--- config.mk ---
export PLATFORM = sky130hd
export DESIGN_NAME = sat_counter
export DESIGN_NICKNAME = d
export VERILOG_FILES = /design/src/rtl/sat_counter.sv
export SDC_FILE = /design/constraint.sdc
export NUM_CORES = 1
export LEC_CHECK = 0
export ABC_AREA = 0
export BUFFER_PORTS_ARGS = -buffer_cell sky130_fd_sc_hd__buf_4
export CAP_MARGIN = 10
export CELL_PAD_IN_SITES_DETAIL_PLACEMENT = 1
export CELL_PAD_IN_SITES_GLOBAL_PLACEMENT = 1
export CORE_UTILIZATION = 30
export CTS_CLUSTER_SIZE = 28
export DETAILED_ROUTE_END_ITERATION = 7
export PLACE_DENSITY = 0.6
export SETUP_SLACK_MARGIN = 0.3
export SYNTH_ARGS = -nofsm -noshare
export SYNTH_HDL_FRONTEND = slang
export SYNTH_SLANG_ARGS = --single-unit
export TNS_END_PERCENT = 5
--- constraint.sdc ---
create_clock -name clk -period 3.1 [get_ports clk]
set_input_delay 0.62 -clock clk [delete_from_list [all_inputs] [get_ports clk]]
set_output_delay 0.62 -clock clk [all_outputs]
set_load 0.02 [all_outputs]
--- src/rtl/sat_counter.sv ---
// Saturating up-counter with a synchronous clear that wins over increment.
module sat_counter #(
  parameter int unsigned W = 8
) (
  input  logic         clk,
  input  logic         rst_n,
  input  logic         inc,
  input  logic         clr,
  output logic [W-1:0] count
);

  always_ff @(posedge clk or negedge rst_n) begin
    if (!rst_n) begin
      count <= '0;
    end else if (clr) begin
      count <= '0;
    end else if (inc && (count != '1)) begin
      count <= count + W'(1);
    end
  end

endmodule

==> results_dict.tcl, run 1 <==
set metrics [dict create \
    layout-drive-gt1-share 0.295 \
    diodes 0 \
    nNetsFinal 68 \
    grt_pass1_vias 405 \
    reg2reg_depth 4 \
    grt_first_pass_wirelength_um 1770 \
    cp_max_fo 7 \
    cts_tree "done" \
    cts_root_buffer "clkbuf_4" \
    fin_crit_ns 1.74 \
    skew_ns 0.0101 \
    dr.pass1.iters 3 \
    rr_endpoint "count[0]" \
    htree_levels 1 \
    setup_violations 0 \
    drtIter0Drc 2 \
    crit_type "reg2reg" \
    layout_commonest_cell "buf_4" \
    cts_num_sinks 8 \
    drt_wl_total_um 1220 \
    worst-endpoint-required_ns 3.25 \
    peakVddDrop_v 0.000141 \
    start_util 0.340 \
    die_h_um 41.3 \
    ys_seq_area_frac 0.431 \
    track_usage 0.165 \
    rows 13 \
    cap_violations 0 \
    port_buffers 11 \
    hold_buffers 0 \
    largest_register "count" \
    finalCritPeriodShare 0.562 \
    worst_pin_slew_ns 0.386 \
    reg_top3 "count x8" \
    holdWs_ns 0.167 \
    drc 0 \
    area_growth_pct 24.8 \
    coreArea_mm2 0.00137 \
    arrival_ns 1.89 \
    ctsResizeCount 0 \
    hold_viol_final 0 \
    rr_startpoint "count[0]" \
    status "completed" \
    io_pins 12 \
    power_density_mw_per_mm2 378 \
    clockBufferDepth 2 \
    final_cell_mix "buf_4 (11), dfrtp_1 (8), nor3_1 (4)" \
    grt_antenna_before_repair 0 \
    stdcell_count 76 \
    finalWeightedCongestion 0.723 \
    synth_cell_types 28 \
    cts_setup_buffers 0 \
    min_path_type "in2async" \
    overflow 0 \
    ant_nets 0 \
    num_vias 420 \
    tns_ns 0 \
    netlist_instances 49 \
    cts_made_buffers 3 \
    fill_cells 170 \
    slew_headroom 0.736 \
    vias_per_cell 5.53 \
    mappedNetlistNets 54 \
    reg2reg_slack_ns 1.36 \
    dp.cells 73 \
    yosysWarnings 0 \
    ys_ff_latch 8 \
    largest_register_ffs 8 \
    die_x_um 41.3 \
    fmax_mhz 574 \
    avgSynthCellArea_um2 9.47 \
    cp-start-kind "flip-flop" \
    slew_viol_final 0 \
    die_area_mm2 0.00171 \
    grt_setup_unrepaired "false" \
    finalPower_uw 219 \
    grt_max_degree 12 \
    endpoint_kind "flip-flop" \
    leakagePower_nw 0.257 \
    wl_per_cell_um 16.1 \
    synth_area_um2 464 \
    clk_pin_slew_ns 0.06 \
    insertion_delay_ns 0.26 \
]
-- worst max-delay path by stage --
stage / from / end / slack (ns)
detailed placement: count[0] / count[0] / 1.37
CTS: count[0] / count[0] / 1.35
finish: count[0] / count[0] / 1.36
global placement: count[0] / count[0] / 1.44
global route: count[0] / count[0] / 1.28
floorplan: count[0] / count[0] / 1.41
-- synth_stat cells --
| master | n | share of area |
|---|---|---|
| a211oi_1 | 1 | 0.016 |
| a2111oi_0 | 1 | 0.019 |
| o21ai_0 | 1 | 0.011 |
| and4_1 | 1 | 0.019 |
| nor2b_1 | 3 | 0.040 |
| mux2i_1 | 1 | 0.022 |
| nand3_2 | 1 | 0.022 |
| and3_1 | 1 | 0.013 |
| a21boi_1 | 1 | 0.016 |
| a21oi_1 | 3 | 0.032 |
| a31oi_1 | 1 | 0.013 |
| nor3b_1 | 1 | 0.016 |
| nor2_1 | 2 | 0.016 |
| dfrtp_1 | 8 | 0.43 |
| a41oi_1 | 1 | 0.019 |
| buf_2 | 1 | 0.011 |
| and4_2 | 1 | 0.022 |
| nor4_1 | 1 | 0.013 |
| clkbuf_1 | 1 | 0.0081 |
| nor3_1 | 4 | 0.043 |
| nand3_1 | 2 | 0.022 |
| nand4_1 | 1 | 0.013 |
| inv_1 | 2 | 0.016 |
| nand2b_1 | 3 | 0.040 |
| mux2_2 | 2 | 0.049 |
| ha_1 | 1 | 0.027 |
| or3_1 | 1 | 0.013 |
| nand2_1 | 2 | 0.016 |
-- area by class of cell --
cell class	instances	area (µm²)	share of cell area
multi-input combinational	37	248	0.428
sequential	8	200	0.346
timing repair buffer	11	82.6	0.143
clock buffer	3	22.5	0.0389
tap	15	18.8	0.0324
inverter	2	7.51	0.0130
-- through the flow --
step                      area, µm²  utilization  worst slack (ns)
after floorplan                 464            -              1.41
final                           579        0.424              1.36
after global routing            579        0.424              1.28
after global placement          557        0.408              1.44
after detailed placement        557        0.408              1.37
after CTS                       579        0.424              1.35
-- critical path, stage by stage (launching register included) --
cell,delay (ns)
dfrtp_1,0.45
ha_1,0.32
and4_2,0.29
a21boi_1,0.22
mux2_2,0.36
-- where the power goes --
| part | leakage [nW] | internal, mW | switching, mW | total, mW |
|---|---|---|---|---|
| sequential | 0.110 | 0.107 | 0.00420 | 0.111 |
| combinational | 0.133 | 0.0107 | 0.0140 | 0.0247 |
| clock | 0.0138 | 0.0445 | 0.0387 | 0.0832 |
| total | 0.257 | 0.162 | 0.0568 | 0.219 |
-- per-layer routing --
layer,vias up,part of all wire,wire [µm],track usage
li1,204,-,-,-
met1,208,0.46,567,0.181
met2,8,0.51,621,0.305
met3,0,0.029,36,0.0319
met4,0,0,0,0.0726
met5,-,0,0,0
-- cells by family (layout without fill, tap and decap cells) --
logic type | after synthesis | count (layout) | synth area share
flops | 8 | 8 | 0.431
simple gates | 24 | 24 | 0.310
mux | 3 | 3 | 0.0701
compound gates | 9 | 9 | 0.127
buf+inv | 4 | 16 | 0.0350
fa+ha+maj | 1 | 1 | 0.0269
No activity file was read; power rests on OpenSTA's default activity.
==> inputs of run 2 (changes only) <==
Settings changed: ABC_AREA 0 to 1, PLACE_DENSITY 0.6 to 0.63.
Clock period 3.1 ns to 1.8 ns, I/O delays scaled along.
==> results_dict.tcl, run 2 <==
set metrics [dict create \
    rr_endpoint "count[1]" \
    ant_nets 0 \
    drc 0 \
    fmax_mhz 727 \
    leakagePower_nw 0.335 \
    port_buffers 11 \
    grt_setup_unrepaired "false" \
    cp_max_fo 6 \
    avgSynthCellArea_um2 6.92 \
    synthTopCellsByCount "nand2_1 (25), inv_1 (10), nand3_1 (9)" \
    cp.depth 9 \
    grt_max_degree 9 \
    largest_register "count" \
    min_from "clr" \
    yosysWarnings 0 \
    cp-start-kind "flip-flop" \
    ys_async_sr_fraction 1.00 \
    mappedNetlistNets 79 \
    dr.pass1.iters 2 \
    vias_per_cell 5.03 \
    synth_most_common_cell "nand2_1" \
    grt_pass1_vias 508 \
    num_vias 528 \
    start_util 0.332 \
    status "completed" \
    synth_area_um2 512 \
    reg2reg_slack_ns 0.42 \
    dp_slack_ns 0.403 \
    clk_pin_slew_ns 0.05 \
    synth_edf_count 0 \
    critical_path.most_common_cell "nand2_1" \
    slew_headroom 0.779 \
    cap_violations 0 \
    overflow 0 \
    synth.area.top_cells "dfrtp_1 (39%), nand2_1 (18%), nand3_1 (8.8%), inv_1 (7.3%), a21oi_1 (3.9%)" \
    place_hpwl_um 1050 \
    die_h_um 43.3 \
    cts_setup_buffers 0 \
    synth_cell_types 15 \
    clockBufferDepth 2 \
    coreArea_mm2 0.00154 \
    reg2reg_depth 9 \
    largest_register_ffs 8 \
    fill_cells 209 \
    diodes 0 \
    rr_startpoint "count[0]" \
    peakVddDrop_v 0.000293 \
    cts_root_buffer "clkbuf_4" \
    slew_viol_final 0 \
    wl_per_cell_um 13.4 \
    finalWeightedCongestion 0.729 \
    worst-endpoint-required_ns 1.95 \
    cts_made_buffers 3 \
    cts_num_sinks 8 \
    ys_seq_area_frac 0.391 \
    arrival_ns 1.52 \
    power_density_mw_per_mm2 630 \
    worst_pin_slew_ns 0.330 \
    worst-path-buf-inv 1 \
    reg_top3 "count x8" \
    crit_family "simple AND/OR/NAND/NOR gates" \
    setup_violations 0 \
    crit_type "reg2reg" \
    layout_commonest_cell "nand2_1" \
    skew_ns 0.00307 \
    drt_wl_total_um 1400 \
    ys_ff_latch 8 \
    io_pins 12 \
    ys.flop_type "dfrtp_1" \
    area_growth_pct 27.1 \
    insertion_delay_ns 0.26 \
    setup_slack_ns 0.425 \
    cp_cell_sequence "ha_1 -> nand2_2 -> nor2_2 -> nand2_1 -> nand2_2 -> nand2_4 -> clkinv_4 -> nand2_1 -> nand2_1" \
    hold_viol_final 0 \
    netlist_instances 74 \
    fin_crit_ns 1.38 \
    startpoint "count[0]" \
    rows 14 \
    track_usage 0.177 \
    layout-drive-gt1-share 0.247 \
    slowest_stage "dfrtp_1" \
    endpoint "count[1]" \
    htree_levels 1 \
    drtIter0Drc 11 \
    die_x_um 43.3 \
    tns_ns 0 \
    endpoint_kind "flip-flop" \
    holdWs_ns 0.396 \
    grt_antenna_before_repair 0 \
    grt_first_pass_wirelength_um 2340 \
    finalCritPeriodShare 0.764 \
    synth.largest_area_cell "dfrtp_1" \
    die_area_mm2 0.00187 \
    yosysTopAreaCellShare 0.391 \
    max_stage_delay_ns 0.41 \
    final_cell_mix "nand2_1 (25), buf_4 (11), inv_1 (10)" \
    nNetsFinal 96 \
    min_path_type "in2reg" \
    cts_tree "done" \
]
==> run 2: area by class of cell <==
cell class / instances / area (µm²) / share of cell area
Multi-Input combinational cell: 55 / 269 / 0.413
Tap cell: 16 / 20.0 / 0.0308
Clock buffer: 3 / 22.5 / 0.0346
Sequential cell: 8 / 200 / 0.308
Timing Repair Buffer: 12 / 92.6 / 0.142
Inverter: 11 / 46.3 / 0.0712
==> run 2: worst min-delay path: cells and delay by family <==
family | cells | cell delay [ns]
AO/OA/AOI/OAI | 1 | 0.05
buffers and inverters | 2 | 0.16
AND/OR/NAND/NOR | 1 | 0.06
==> run 2: metrics by stage <==
step	utilization	area [µm²]	instances	total power [mW]
final	0.422	651	105	0.410
after global routing	0.422	651	105	0.433
after global placement	0.399	614	101	0.270
after floorplan	-	512	74	0.237
after CTS	0.420	647	105	0.417
after detailed placement	0.399	614	101	0.270
==> run 2: cell families after synthesis <==
logic type / after synthesis / share of synthesized area
flops: 8 / 0.391
simple gates: 46 / 0.399
compound gates: 8 / 0.0953
buf+inv: 11 / 0.0905
fa+ha+maj: 1 / 0.0244
==> run 2: what timing repair did <==
item / 4_1_cts / 5_1_grt
hold endpoints to repair: 8 / 0
hold buffers: 1 / 0
resized for setup: 0 / 1
endpoints found under the setup margin: 0 / 1
==> run 2: layer usage <==
| layer | GRT usage | part of all wire |
|---|---|---|
| met1 | 0.241 | 0.50 |
| met2 | 0.263 | 0.45 |
| met3 | 0.0255 | 0.026 |
| met4 | 0.109 | 0.025 |
| met5 | 0 | 0 |
==> run 2: how the worst min path moves through the flow <==
stage          endpoint  cells past startpoint
6_report       count[7]                      4
4_1_cts        count[7]                      4
2_1_floorplan  count[0]                      0
3_3_place_gp   count[2]                      1
5_1_grt        count[7]                      4
3_5_place_dp   count[2]                      1
==> run 2: power breakdown <==
part	internal [mW]	leakage (nW)	switching [mW]	total, mW
clock	0.0765	0.0138	0.0644	0.141
sequential	0.188	0.108	0.0116	0.199
combinational	0.0280	0.213	0.0413	0.0693
total	0.292	0.335	0.117	0.410
